[config.mk]
export PLATFORM = sky130hd
export DESIGN_NAME = my8_core_flat
export DESIGN_NICKNAME = d
export VERILOG_FILES = /design/src/rtl/my8_pkg.sv /design/src/rtl/my8_if.sv /design/src/rtl/my8_in_sync.sv /design/src/rtl/my8_core.sv /design/src/flat_wrapper.sv
export SDC_FILE = /design/constraint.sdc
export NUM_CORES = 1
export LEC_CHECK = 0
export ABC_AREA = 0
export CORE_ASPECT_RATIO = 0.7
export CORE_MARGIN = 5
export CORE_UTILIZATION = 47
export CTS_BUF_LIST = sky130_fd_sc_hd__clkbuf_8
export CTS_CLUSTER_DIAMETER = 120
export DETAILED_ROUTE_END_ITERATION = 10
export GPL_ROUTABILITY_DRIVEN = 0
export PLACE_DENSITY = 0.72
export SLEW_MARGIN = 20
export SYNTH_ARGS = -nofsm -noshare
export SYNTH_HDL_FRONTEND = slang
export SYNTH_HIERARCHICAL = 1
export SYNTH_SLANG_ARGS = --single-unit
[constraint.sdc]
create_clock -name clk -period 2.59 [get_ports clk]
set_input_delay 0.518 -clock clk [delete_from_list [all_inputs] [get_ports clk]]
set_output_delay 0.518 -clock clk [all_outputs]
set_load 0.02 [all_outputs]
[src/rtl/my8_pkg.sv]
// Shared opcode map, instruction field positions and decoded-word type for the MY8 core.
// Decode is purely combinational: one ROM word in, one decoded struct out.
package my8_pkg;

  localparam logic [5:0] OP_ADD  = 6'd0;
  localparam logic [5:0] OP_AND  = 6'd2;
  localparam logic [5:0] OP_SL   = 6'd6;
  localparam logic [5:0] OP_SR   = 6'd7;
  localparam logic [5:0] OP_MOV  = 6'd8;
  localparam logic [5:0] OP_IN   = 6'd10;
  localparam logic [5:0] OP_OUT  = 6'd11;
  localparam logic [5:0] OP_JNC  = 6'd12;
  localparam logic [5:0] OP_JMP  = 6'd13;
  localparam logic [5:0] OP_INCC = 6'd14;
  localparam logic [5:0] OP_SETC = 6'd15;

  localparam int OPC_MSB = 15;
  localparam int OPC_LSB = 10;
  localparam int SEL_BIT = 8;
  localparam int IMM_MSB = 7;
  localparam int IMM_LSB = 0;

  typedef struct packed {
    logic [5:0] opc;
    logic       sel;
    logic [7:0] imm;
  } instr_t;

  function automatic instr_t decode(input logic [15:0] w);
    instr_t d;
    d.opc = w[OPC_MSB:OPC_LSB];
    d.sel = w[SEL_BIT];
    d.imm = w[IMM_MSB:IMM_LSB];
    return d;
  endfunction

endpackage

[src/rtl/my8_if.sv]
// Program ROM bus: the core drives the address, the ROM returns the word in the same cycle.
// No flow control; the ROM is combinational and always ready.
interface my8_if;
  logic [7:0]  rom_addr;
  logic [15:0] rom_data;

  modport master (output rom_addr, input rom_data);
  modport slave  (input rom_addr, output rom_data);
endinterface

[src/rtl/my8_in_sync.sv]
// Multi-flop synchronizer for the asynchronous game input port.
// Latency SYNC_STAGES clk edges; free-running, never stalls.
module my8_in_sync #(
  parameter int SYNC_STAGES = 2,
  parameter int WIDTH       = 8
) (
  input  logic             clk,
  input  logic             rst_n,
  input  logic [WIDTH-1:0] din,
  output logic [WIDTH-1:0] dout
);

  logic [SYNC_STAGES-1:0][WIDTH-1:0] stg;

  always_ff @(posedge clk or negedge rst_n) begin
    if (!rst_n) begin
      stg <= '0;
    end else begin
      stg <= {stg[SYNC_STAGES-2:0], din};
    end
  end

  assign dout = stg[SYNC_STAGES-1];

endmodule

[src/rtl/my8_core.sv]
// Single-cycle MY8 fetch/execute core: one instruction per edge with step_en high.
// step_en low or halted freezes all architectural state; the input synchronizer keeps running.
module my8_core
  import my8_pkg::*;
#(
  parameter logic [7:0] RESET_PC    = 8'h00,
  parameter int         SYNC_STAGES = 2
) (
  input  logic       clk,
  input  logic       rst_n,
  input  logic       step_en,
  my8_if.master      rom,
  input  logic [7:0] in_port,
  output logic [7:0] out_port,
  output logic       halted,
  output logic       carry
);

  logic [7:0] pc_q, a_q, b_q, c_q, out_q;
  logic       carry_q, halt_q;

  logic [7:0] pc_d, a_d, b_d, c_d, out_d;
  logic       carry_d, halt_d;

  logic [7:0] in_sync;
  logic [7:0] src, res;
  logic [8:0] sum9;
  logic       wr_reg;
  instr_t     ins;
  logic       sel_hi_unused;

  my8_in_sync #(
    .SYNC_STAGES (SYNC_STAGES),
    .WIDTH       (8)
  ) u_in_sync (
    .clk   (clk),
    .rst_n (rst_n),
    .din   (in_port),
    .dout  (in_sync)
  );

  // Only the low select bit names a register; the upper one is reserved.
  assign sel_hi_unused = rom.rom_data[9];

  always_comb begin
    ins     = decode(rom.rom_data);
    src     = ins.sel ? b_q : a_q;
    res     = src;
    wr_reg  = 1'b0;
    sum9    = '0;
    pc_d    = pc_q + 8'd1;
    a_d     = a_q;
    b_d     = b_q;
    c_d     = c_q;
    out_d   = out_q;
    carry_d = 1'b0;
    halt_d  = halt_q;

    // Unlisted or unknown opcodes take the default arm and behave as NOP.
    case (ins.opc)
      OP_ADD: begin
        sum9    = {1'b0, src} + {1'b0, ins.imm};
        res     = sum9[7:0];
        carry_d = sum9[8];
        wr_reg  = 1'b1;
      end
      OP_AND: begin
        res    = src & ins.imm;
        wr_reg = 1'b1;
      end
      OP_SL:  a_d = {a_q[6:0], 1'b0};
      OP_SR:  a_d = {1'b0, a_q[7:1]};
      OP_MOV: begin
        res    = ins.imm;
        wr_reg = 1'b1;
      end
      OP_IN: begin
        res    = in_sync;
        wr_reg = 1'b1;
      end
      OP_OUT: out_d = src;
      OP_JNC: begin
        if (!carry_q) pc_d = ins.imm;
      end
      OP_JMP: begin
        pc_d = ins.imm;
        if (ins.imm == pc_q) halt_d = 1'b1;
      end
      OP_INCC: begin
        sum9    = {1'b0, c_q} + {1'b0, ins.imm};
        c_d     = sum9[7:0];
        carry_d = sum9[8];
      end
      OP_SETC: c_d = ins.imm;
      default: ;
    endcase

    if (wr_reg) begin
      if (ins.sel) b_d = res;
      else         a_d = res;
    end
  end

  always_ff @(posedge clk or negedge rst_n) begin
    if (!rst_n) begin
      pc_q    <= RESET_PC;
      a_q     <= 8'h00;
      b_q     <= 8'h00;
      c_q     <= 8'h00;
      out_q   <= 8'h00;
      carry_q <= 1'b0;
      halt_q  <= 1'b0;
    end else if (step_en && !halt_q) begin
      pc_q    <= pc_d;
      a_q     <= a_d;
      b_q     <= b_d;
      c_q     <= c_d;
      out_q   <= out_d;
      carry_q <= carry_d;
      halt_q  <= halt_d;
    end
  end

  assign rom.rom_addr = pc_q;
  assign out_port     = out_q;
  assign halted       = halt_q;
  assign carry        = carry_q;

endmodule

[src/flat_wrapper.sv]
// flat-port wrapper written by rule: the top's interface ports become plain ports
module my8_core_flat import my8_pkg::*;
#(
  parameter logic [7:0] RESET_PC    = 8'h00,
  parameter int         SYNC_STAGES = 2
)
  (clk, rst_n, step_en, in_port, out_port, halted, carry, rom_rom_addr, rom_rom_data);
  my8_if rom_i ();
  input  logic clk;
  input  logic rst_n;
  input  logic step_en;
  input  logic [7:0] in_port;
  output logic [7:0] out_port;
  output logic halted;
  output logic carry;
  output wire logic [$bits(rom_i.rom_addr)-1:0] rom_rom_addr;
  input wire logic [$bits(rom_i.rom_data)-1:0] rom_rom_data;
  assign rom_rom_addr = rom_i.rom_addr;
  assign rom_i.rom_data = rom_rom_data;
  my8_core #(.RESET_PC(RESET_PC), .SYNC_STAGES(SYNC_STAGES)) u_core (.clk(clk), .rst_n(rst_n), .step_en(step_en), .rom(rom_i), .in_port(in_port), .out_port(out_port), .halted(halted), .carry(carry));
endmodule
# Word-level counts from Yosys, hierarchy flattened

Index checks and enable logic that the tools add are counted.
W data, S select, Z words.

Flip-flop bits (word level): 58
Logic and storage cells: 43

Mux-type cells: 10
Bitwise gates (word level): 1
Equal/unequal tests: 11
Reduce and logical (&&, ||, !) cells: 9
Add/sub/neg operators: 3

Operator list:

| kind                  | count |
|---|---|
| $pmux W8 S2           | 3 |
| $eq A6 B4 Y1 const B  | 7 |
| $mux W8               | 4 |
| $pmux W8 S4           | 1 |
| $add A8 B8 Y9         | 2 |
| $eq A6 B3 Y1 const B  | 2 |
| $add A8 B1 Y8 const B | 1 |
| $and A8 B8 Y8         | 1 |
| $eq A8 B8 Y1          | 1 |
| $eq A6 B2 Y1 const B  | 1 |
| $logic_not A6 Y1      | 1 |
| $reduce_and A3 Y1     | 2 |
| $reduce_and A2 Y1     | 2 |
| $reduce_or A4 Y1      | 1 |
| $pmux W1 S2           | 1 |
| $reduce_bool A2 Y1    | 1 |
| $logic_and A1 B1 Y1   | 1 |
| $logic_not A1 Y1      | 1 |
| $mux W1               | 1 |

# Logic depth before layout (Yosys ltp)

Gate-level depths: netlist of run 1.

Depth after elaboration: 5
Gate-level depth with buffers: 9
Mapped depth without buffers: 8

# Modules after synthesis

Netlist of run 1, hierarchy kept.

Modules (own cells, without submodules):

| module      | seq. area each (µm²) | area an instance (µm²) | cells an instance | times used |
|---|---|---|---|---|
| my8_core    | 1051.0               | 3115.5                 | 340               | 1 |
| my8_in_sync | 400.4                | 460.4                  | 24                | 1 |

# Worst setup path before layout of run 1

No wires, ideal clock.

Kind: input-to-reg
From: input rom_rom_data[8]
To: register u_core.a_q[6]
Stages on the path: 9
Path slack: -259 ps
Path buffers: 1
Required time: 2464 ps
Arrival: 2723 ps
Cells stage by stage: clkbuf_1 -> mux2_2 -> ha_1 -> fa_1 -> a211oi_1 -> o21ai_0 -> o211ai_1 -> o21ai_1 -> a221o_1

Cells in the longest elaborated chain, start to end: 5
Elaborated cells between the ends (all ways): 6
Those cells by class: add/sub (1); mux (4); bitwise (1)

Ends and longest elaborated chain:

| item                   | RTL line           | text |
|---|---|---|
| start: declaration     | flat_wrapper.sv:17 | `input wire logic [$bits(rom_i.rom_data)-1:0] rom_rom_data;` |
| $mux W8                | my8_core.sv:47     | `src = ins.sel ? b_q : a_q;` |
| net u_core.src[0]      | my8_core.sv:26     | `logic [7:0] src, res;` |
| $add A8 B8 Y9          | my8_core.sv:62     | `sum9 = {1'b0, src} + {1'b0, ins.imm};` |
| $pmux W8 S4            | my8_core.sv:60     | `case (ins.opc)` |
| $mux W8                | my8_core.sv:99     | `if (ins.sel) b_d = res;` |
| $mux W8                | my8_core.sv:98     | `if (wr_reg) begin` |
| end signal: assignment | my8_core.sv:107    | `a_q <= 8'h00;` |
| end signal: assignment | my8_core.sv:115    | `a_q <= a_d;` |
| end: declaration       | my8_core.sv:19     | `logic [7:0] pc_q, a_q, b_q, c_q, out_q;` |

The timed path passes the listed nets, and every way through them passes these cells.
A chain may end at the register's enable or synchronous reset.

# Final worst setup path of run 1

From: input rom_rom_data[8]
To: register u_core.a_q[5]

The elaborated chain is that of the path after synthesis.

==> results of run 1 <==
[metrics by stage]
| step | cell area, µm² | instances | hold WS, ns | setup slack, ns |
|---|---|---|---|---|
| after floorplan | 3590 | 364 | 0.222 | 0.000340 |
| after global placement | 4450 | 541 | 0.332 | -0.454 |
| after detailed placement | 4450 | 541 | 0.335 | -0.527 |
| after CTS | 4660 | 557 | 0.340 | 0.0360 |
| after global routing | 4670 | 557 | 0.357 | -0.00677 |
| final | 4670 | 557 | 0.322 | 0.0766 |
[metal layers]
metal	share of wire	global-route usage	up-vias	routed length, µm
li1	-	-	1540	-
met2	0.41	0.298	154	4080
met3	0.082	0.0531	14	816
met5	0	0	-	0
met4	0.017	0.0712	0	164
met1	0.49	0.327	1577	4840
[logic make-up after synthesis]
kind of cell	count (synthesis)	share of synthesized area
compound gates	110	0.204
mux	26	0.0808
flops	58	0.406
xor+xnor	14	0.0343
buf+inv	31	0.0444
simple gates	106	0.160
fa+ha+maj	19	0.0707
[final cells by class]
cell class,count,area share
multi-input cells,275,0.428
flip-flops and latches,58,0.311
repair buffers,104,0.189
clock buffers,10,0.0295
well taps,98,0.0262
clock inverters,6,0.0123
inverters,6,0.00482
[timing repair]
action                                  in CTS  in global routing
pin swaps                                    1                  0
endpoints found under the hold margin        0                  0
resized for setup                            4                  2
gates cloned                                 0                  0
endpoints found under the setup margin      10                  1
[synthesized netlist by cell type (5+ instances only)]
master,count
dfrtp_1,58
o211ai_1,6
nor2_1,27
a21oi_1,26
o21ai_0,23
xnor2_1,9
and3_1,8
xor2_1,5
nand2_1,19
buf_4,8
a221oi_1,5
nor2b_1,6
inv_1,6
clkbuf_1,12
mux2_2,23
o22ai_1,9
ha_1,17
nand3_1,11
[registers in the layout (all words and copies together) (netlist names)]
name and cells:
u_core/carry 1, u_core/out_port 8, u_core/halted 1, u_core/a_q 8, u_core/rom.rom_addr 8, u_core/u_in_sync/dout 8
u_core/c_q 8, u_core/b_q 8, u_core/u_in_sync/stg 8
[power by group]
group	switching [mW]	total [mW]	internal, mW
Clock	0.375	0.839	0.463
Sequential	0.169	1.25	1.08
Combinational	0.663	1.36	0.699
[worst paths after layout]
kind	to	from
setup / recovery	u_core/a_q[5]$_DFFE_PN0P_	rom_rom_data[8]
hold / removal	u_core/b_q[3]$_DFFE_PN0P_	rst_n
setup reg to reg	u_core/a_q[6]$_DFFE_PN0P_	u_core/a_q[0]$_DFFE_PN0P_
hold reg to reg	u_core/u_in_sync/dout[3]$_DFF_PN0_	u_core/u_in_sync/stg[3]$_DFF_PN0_
max in group asynchronous	u_core/u_in_sync/stg[7]$_DFF_PN0_	rst_n
min in group clk	u_core/u_in_sync/dout[3]$_DFF_PN0_	u_core/u_in_sync/stg[3]$_DFF_PN0_
==> reports/results.txt, run 1 <==
status: finished, final reports clean
Net Count, Synth: 410
maxcap violations: 0
Final Max Slew Viols: 0
worst-path cell chain: dlygate4sd2_1, buf_4, mux2_2, ha_1, o21ai_0, buf_4, o21ba_2, o211ai_1, nor2_1, a21oi_1
# IOs: 45
sequential element share of the synthesized area: 0.406
period utilisation layout: 0.970
Worst R2R Path Depth: 8
fraction of layout cells with a size suffix above 1: 0.242
Buf/Inv on CP: 3
H-tree levels: 3
CTS tree: yes
CP endpoint kind: flop
Mapped Cells: 364
die width: 114 µm
Setup Total Neg Slack: 0 ns
Area Growth Syn to Fin: 30.7%
Detailed Routing Iterations Pass 1: 5
crit-path leading delay family: compound AO/OA/AOI/OAI gates
Std-Cell Rows: 26
Post-synth ARST share: 1.00
Total GRT Usage: 0.216
crit path DAT: 2.73 ns
largest net degree at the start of global routing: 59
Worst Skew: 0.0100 ns
register area: 1450 µm²
core area: 7350 µm²
dpl hpwl: 7410 µm
Max Root-Sink Buffers: 2
Crit-path slowest cell: ha_1
most common cell after layout, fill and taps aside: buf_4
Port Buf Inserts: 43
Avg Inst Size Synth: 9.82 µm²
Levels on crit path: 10
Yosys top cell area share: 0.406
Ys Warns: 6
clock latency at the later pin of the worst-skew pair: 0.34 ns
Core Util, Final: 0.635
Tot Pwr: 3.45 mW
clk sinks: 58
Worst EP required: 2.80 ns
# DRC: 0
leading cell types in the layout, fill and taps excluded: buf_4 (61), dfrtp_1 (58), clkdlybuf4s50_1 (41), nor2_1 (27), a21oi_1 (26)
Inserted Clock Buffers: 9
Setup CP Type: input port to flop
nets@finish: 500
DR iter-0 viols: 359
Hold-fix buffers, CTS: 0
first-pass GRT wire length: 16400 µm
final wirelength: 9900 µm
final setup fails: 0
Synth cell types: 59
postcts setup bufs: 0
CP max stage delay: 0.39 ns
Die Footprint: 9480 µm²
Cell Pwr Density: 738 nW/µm²
top_reg_cell synth: dfrtp_1
Lkg Pwr: 2.09 nW
final hold vios: 0
total number of vias: 3285
fill cell count: 618
Reg clk slew, reported paths: 0.07 ns
top post-synthesis cells by area: dfrtp_1 (41%), mux2_2 (7.2%), ha_1 (5.9%)
Final ANT Viol Nets: 0
area leader, netlist: dfrtp_1
CP dominant cell by count: buf_4
Vias/cell: 5.90
grt total ovfl: 0
flop2flop setup slack: 0.21 ns
antenna violations before repair: 0
ant diodes: 0
Slew HR: 0.513
Crit Path Max Fanout: 5
Routed wire per std cell: 17.8 µm
fmax: 0.398 GHz
initial core utilization: 0.486
area of the multi-input gates: 2000 µm²
Worst IR Drop VDD: 0.425 mV
Tmin final: 2.51 ns
CTS root buffer: clkbuf_8
CP startpoint kind: input port
Worst Tran Pin Value: 0.731 ns
Die Y-Extent: 83.0 µm
number of global-route vias before repair: 3215
Post-synth EDFFs: 0
synthesized area: 3580 µm²
Yosys reg bits: 58
worst hold path type: input port to asynchronous set/reset pin
Power figures use the tool's default switching activity.
==> inputs of run 2 (changes only) <==
- SKIP_LAST_GASP: default -> 1
- SLEW_MARGIN: 20 -> default
==> results of run 2 <==
Final layout, timing and power as in run 1 (identical DEF).
